==> config.mk <==
export PLATFORM = sky130hd
export DESIGN_NAME = lsu_mem_master
export DESIGN_NICKNAME = d
export VERILOG_FILES = /design/src/rtl/mem_pkg.sv /design/src/rtl/mem_load_align.sv /design/src/rtl/lsu_mem_master.sv
export SDC_FILE = /design/constraint.sdc
export NUM_CORES = 1
export LEC_CHECK = 0
export BUFFER_PORTS_ARGS = -buffer_cell sky130_fd_sc_hd__buf_2
export CAP_MARGIN = 10
export CORE_AREA = 8 8 177 179
export DETAILED_ROUTE_END_ITERATION = 10
export DIE_AREA = 0 0 185 187
export PLACE_DENSITY = 0.81
export SYNTH_ARGS = -nofsm -noshare
export SYNTH_HDL_FRONTEND = slang
export SYNTH_SLANG_ARGS = --single-unit
==> constraint.sdc <==
create_clock -name clk -period 2.9 [get_ports clk]
set_input_delay 0.58 -clock clk [delete_from_list [all_inputs] [get_ports clk]]
set_output_delay 0.58 -clock clk [all_outputs]
set_load 0.005 [all_outputs]
==> src/rtl/mem_pkg.sv <==
// Shared definitions for the load/store memory master: access-size encoding,
// controller states and the size-derived byte-lane and alignment masks.
package mem_pkg;

  typedef enum logic [1:0] {
    SZ_B = 2'd0,
    SZ_H = 2'd1,
    SZ_W = 2'd2,
    SZ_D = 2'd3
  } size_e;

  typedef enum logic [1:0] {
    ST_IDLE = 2'd0,
    ST_RD   = 2'd1,
    ST_WR   = 2'd2,
    ST_RSP  = 2'd3
  } state_e;

  // Byte lanes covered by an access of the given size, low-aligned.
  function automatic logic [7:0] size_mask(size_e s);
    case (s)
      SZ_B:    return 8'h01;
      SZ_H:    return 8'h03;
      SZ_W:    return 8'h0F;
      default: return 8'hFF;
    endcase
  endfunction

  // Address bits that must be zero for a naturally aligned access.
  function automatic logic [2:0] align_mask(size_e s);
    case (s)
      SZ_B:    return 3'b000;
      SZ_H:    return 3'b001;
      SZ_W:    return 3'b011;
      default: return 3'b111;
    endcase
  endfunction

endpackage

==> src/rtl/mem_load_align.sv <==
// Load data aligner: moves the addressed lane of an 8-byte read word down to
// bit 0, truncates it to the access size and zero- or sign-extends it.
module mem_load_align
  import mem_pkg::*;
(
  input  logic [63:0] i_data,
  input  logic [2:0]  i_offset,
  input  size_e       i_size,
  input  logic        i_signed,
  output logic [63:0] o_data
);

  logic [63:0] w_shift;

  // NOTE: every signal written in a combinational block gets a value on every
  // path (defaults first), otherwise synthesis infers a latch.
  always_comb begin
    w_shift = i_data >> {i_offset, 3'b000};
    o_data  = w_shift;
    case (i_size)
      SZ_B:    o_data = {{56{i_signed & w_shift[7]}},  w_shift[7:0]};
      SZ_H:    o_data = {{48{i_signed & w_shift[15]}}, w_shift[15:0]};
      SZ_W:    o_data = {{32{i_signed & w_shift[31]}}, w_shift[31:0]};
      default: o_data = w_shift;
    endcase
  end

endmodule

==> src/rtl/lsu_mem_master.sv <==
// Single-outstanding load/store master: accepts one request, performs at most
// one memory read or write cycle, then holds the response until taken.
module lsu_mem_master
  import mem_pkg::*;
#(
  parameter logic [63:0] RESET_ADDR = 64'h8000_0000
) (
  input  logic        clk,
  input  logic        rst,
  input  logic        req_valid,
  output logic        req_ready,
  input  logic        req_write,
  input  logic [63:0] req_addr,
  input  logic [1:0]  req_size,
  input  logic        req_signed,
  input  logic [63:0] req_wdata,
  output logic        resp_valid,
  input  logic        resp_ready,
  output logic [63:0] resp_rdata,
  output logic        resp_err,
  output logic        rd_en,
  output logic [63:0] rd_addr,
  input  logic [63:0] rd_data,
  output logic        we_en,
  output logic [63:0] we_addr,
  output logic [63:0] we_data,
  output logic [7:0]  we_mask
);

  state_e      r_state;
  logic [2:0]  r_offset;
  size_e       r_size;
  logic        r_signed;

  size_e       w_size;
  logic        w_misaligned;
  logic [7:0]  w_store_mask;
  logic [63:0] w_store_data;
  logic [63:0] w_load_data;

  assign w_size       = size_e'(req_size);
  assign w_misaligned = |(req_addr[2:0] & align_mask(w_size));
  assign w_store_mask = size_mask(w_size);

  always_comb begin
    for (int i = 0; i < 8; i++)
      w_store_data[i*8 +: 8] = w_store_mask[i] ? req_wdata[i*8 +: 8] : 8'h00;
  end

  // Gated by rst so no request is offered while reset is held.
  assign req_ready = rst & (r_state == ST_IDLE);

  mem_load_align u_align (
    .i_data   (rd_data),
    .i_offset (r_offset),
    .i_size   (r_size),
    .i_signed (r_signed),
    .o_data   (w_load_data)
  );

  // NOTE: clocked state uses non-blocking (<=) assignments so every register
  // samples pre-edge values regardless of statement order.
  always_ff @(posedge clk or negedge rst) begin
    if (!rst) begin
      r_state    <= ST_IDLE;
      r_offset   <= 3'd0;
      r_size     <= SZ_B;
      r_signed   <= 1'b0;
      resp_valid <= 1'b0;
      resp_rdata <= 64'd0;
      resp_err   <= 1'b0;
      rd_en      <= 1'b0;
      rd_addr    <= RESET_ADDR;
      we_en      <= 1'b0;
      we_addr    <= RESET_ADDR;
      we_data    <= 64'd0;
      we_mask    <= 8'd0;
    end else begin
      case (r_state)
        ST_IDLE: begin
          if (req_valid) begin
            r_offset <= req_addr[2:0];
            r_size   <= w_size;
            r_signed <= req_signed;
            if (w_misaligned) begin
              r_state    <= ST_RSP;
              resp_valid <= 1'b1;
              resp_err   <= 1'b1;
              resp_rdata <= 64'd0;
            end else if (req_write) begin
              r_state <= ST_WR;
              we_en   <= 1'b1;
              we_addr <= req_addr;
              we_data <= w_store_data;
              we_mask <= w_store_mask;
            end else begin
              r_state <= ST_RD;
              rd_en   <= 1'b1;
              rd_addr <= {req_addr[63:3], 3'b000};
            end
          end
        end
        ST_RD: begin
          r_state    <= ST_RSP;
          rd_en      <= 1'b0;
          resp_valid <= 1'b1;
          resp_err   <= 1'b0;
          resp_rdata <= w_load_data;
        end
        ST_WR: begin
          r_state    <= ST_RSP;
          we_en      <= 1'b0;
          we_data    <= 64'd0;
          we_mask    <= 8'd0;
          resp_valid <= 1'b1;
          resp_err   <= 1'b0;
          resp_rdata <= 64'd0;
        end
        ST_RSP: begin
          if (resp_ready) begin
            r_state    <= ST_IDLE;
            resp_valid <= 1'b0;
          end
        end
        default: r_state <= ST_IDLE;
      endcase
    end
  end

endmodule
==> flow_summary.ini <==
[run_status]
status = finished, final reports clean

[timing]
fmax_mhz = 405
drv_slew = 0
setup_viol = 0
tns_ns = 0
post-route-period-util_pct = 85.2
holdWs_ns = 0.0879
slew_headroom_pct = 33.6
hold_viol = 0
worst_pin_slew_ns = 0.996
finClkSkew_ns = 0.0139
post-route-min-period_ns = 2.47
rsz0062_at_grt = no

[cells_and_area]
syn2layout_area_growth_pct = 30.8
fin_util_pct = 56.4
final_area_sq_mm = 0.0160
layout-drive-gt1-share_pct = 49.1
final_cells = 1850
fin_nets = 1644

[setup_path]
critical-path-slowest-cell = dfrtp_1
path_class = register to primary output
worst_ep_arrival_time_ns = 1.89
path_cells = inv_1, ha_1, buf_4, and2_1, buf_2
crit_family = buffers and inverters
endpoint_kind = primary output
required_ns = 2.32
cp-start-kind = register
max_stage_delay_ns = 0.42
critPathBufInv = 3
worstPathMaxFanout = 11

[routing]
vias_per_cell = 5.60
vias = 10359
routed_wl_mm = 42.8
wl_per_cell_microns = 23.1
drcViolationCount = 0
drt_pass1_iterations = 6
drtIter0Drc = 673
ant_nets = 0

[die]
io_pins = 469
die_area_sq_mm = 0.0346
coreArea_sq_mm = 0.0284
die_w_microns = 185
rows = 62
die_h_microns = 187
start_util_pct = 43.2

[cts]
htree_levels = 1
ctsResizeCount = 0
max-clock-path-buffers = 3
cts_buffers = 29
cts_tree = yes
cts_sinks = 268
cts_root_buffer = clkbuf_16
cts_setup_buffers = 0
clk_latency_ns = 0.54
hold_buffers = 0
path_clk_slew_ns = 0.06

[logic_synthesis]
synthTopCellsByArea = dfrtp_1 (54%), mux2_2 (13%), mux2i_1 (5.6%)
synth_top_area_cell = dfrtp_1
yosys-top-cells-count = dfrtp_1 (266), mux2_2 (139), nand2_1 (87), mux2i_1 (68), a22o_1 (57)
synth_cells = 992
synth-main-ff-cell = dfrtp_1
ys_seq_area_share_pct = 54.8
synth_compound_area_share_pct = 14.9
async_flop_share_pct = 100
synth.top_cell.area_share_pct = 54.3
synth_xor_area_share_pct = 0
muxShareOfSynthArea_pct = 20.2
yosys.cell_count.top_type = dfrtp_1
yosys.area_share.adder_pct = 0.511
synth_cell_type_count = 52
netlist_area_sq_mm = 0.0123
synth_warnings = 0
syn_area_per_cell_sq_um = 12.4
synth.ff_latch_count = 268
synth_top_family_by_area = multiplexers
synth-simple-area-share_pct = 5.57
synth_edf_count = 0

[grt]
antenna_found_initial = 7
grt_pass1_vias = 10866
grt_usage_pct = 23.6
globalRouteMet2Util_pct = 39.8
grt_start_max_net_pins = 150
grt-ovfl-total = 0
grt_first_pass_wirelength_mm = 63.8
grt.busiest_layer = met2
grt_use_met1_pct = 27.0
use_met3_pct = 7.05

[placement]
dp.cells = 1792
port_buffers = 465
place.gp.congestion = 0.894
placed_area_sq_mm = 0.0150
place_hpwl_mm = 32.1

[pwr]
max-vdd-ir-drop_uv = 723
power.leakage_nw = 8.27
p_per_area_mw_per_mm2 = 1050

[flow_run]
cap_violations = 0

[min_path]
hp-class = input pin to asynchronous set/reset pin
==> layer usage <==
| metal | vias up | wire, microns |
|---|---|---|
| met5 | - | 52 |
| met4 | 8 | 2320 |
| met3 | 140 | 3950 |
| met2 | 541 | 20600 |
| met1 | 5097 | 15800 |
| li1 | 4573 | - |
==> cell type report <==
type / count / area [sq um]
Timing Repair Buffer: 502 / 2720
Multi-Input combinational cell: 628 / 5080
Clock inverter: 11 / 184
Tap cell: 384 / 480
Antenna cell: 5 / 12.5
Clock buffer: 42 / 805
Fill cell: 2376 / 12400
Sequential cell: 268 / 6710
Inverter: 10 / 37.5
==> final timing paths <==
kind	start	end	slack (ns)	cells past startpoint
setup / recovery	r_state[0]	req_ready	0.43	5
hold / removal	rst	resp_rdata[62]	0.09	2
setup reg to reg	r_offset[0]	resp_rdata[18]	0.46	6
hold reg to reg	resp_valid	resp_valid	0.47	2
max in group asynchronous	rst	r_offset[0]	1.89	2
min in group clk	req_wdata[25]	we_data[25]	0.25	2
==> cells by family (layout without fill, tap and decap cells) <==
logic type      Yosys count  count (layout)
flops                   268             268
compound gates          256             256
mux                     217             217
simple gates            147             147
buf+inv                  98             565
fa+ha+maj                 5               5
other cells               1               8
==> registers in the layout (all words and copies together) (netlist names), 2 cells and up <==
name	flops
resp_rdata	64
rd_addr	61
r_offset	3
r_size	2
we_addr	64
we_data	64
r_state	2
we_mask	4
==> worst register-to-register path: cells and delay by family (launching register included) <==
family | cells | cell delay [ns]
multiplexers | 1 | 0.39
AND/OR/NAND/NOR | 2 | 0.50
buffers and inverters | 1 | 0.31
flip-flops | 1 | 0.57
AO/OA/AOI/OAI | 2 | 0.55
==> metrics by stage <==
step | setup WS (ns) | power [mW]
after detailed placement | 0.153 | 13.0
after global routing | 0.301 | 17.8
final | 0.428 | 16.9
after floorplan | 0.849 | 9.95
after global placement | 0.272 | 12.7
after CTS | 0.415 | 17.0
==> cell usage in the layout (no fill, tap or decap), types with 4 or more instances in the layout <==
master | synthesis | layout
mux2_2 | 139 | 139
o21ai_0 | 52 | 52
o211ai_1 | 12 | 12
a2bb2oi_1 | 11 | 11
clkbuf_16 | 0 | 29
a22oi_1 | 33 | 33
o22ai_1 | 11 | 11
a31oi_1 | 32 | 32
nor2_1 | 9 | 8
dfrtp_1 | 266 | 265
mux2i_1 | 68 | 68
nand3_1 | 24 | 24
clkbuf_1 | 25 | 10
clkinv_2 | 0 | 5
buf_4 | 17 | 29
or2_2 | 7 | 7
buf_2 | 43 | 464
nor2b_1 | 5 | 5
nand2_1 | 87 | 86
ha_1 | 5 | 5
diode_2 | 0 | 5
buf_12 | 0 | 8
inv_1 | 8 | 8
o221ai_1 | 9 | 9
bufinv_16 | 0 | 5
a21oi_1 | 19 | 19
mux4_2 | 10 | 10
a22o_1 | 57 | 57
a21o_1 | 4 | 4
o2bb2ai_1 | 4 | 4
==> power breakdown <==
group	switching [mW]	total [mW]	internal [mW]	leakage (nW)
combinational	3.85	7.06	3.21	4.30
clock	1.51	3.87	2.36	0.485
sequential	0.857	5.96	5.10	3.48
No activity file was read; power rests on OpenSTA's default activity.
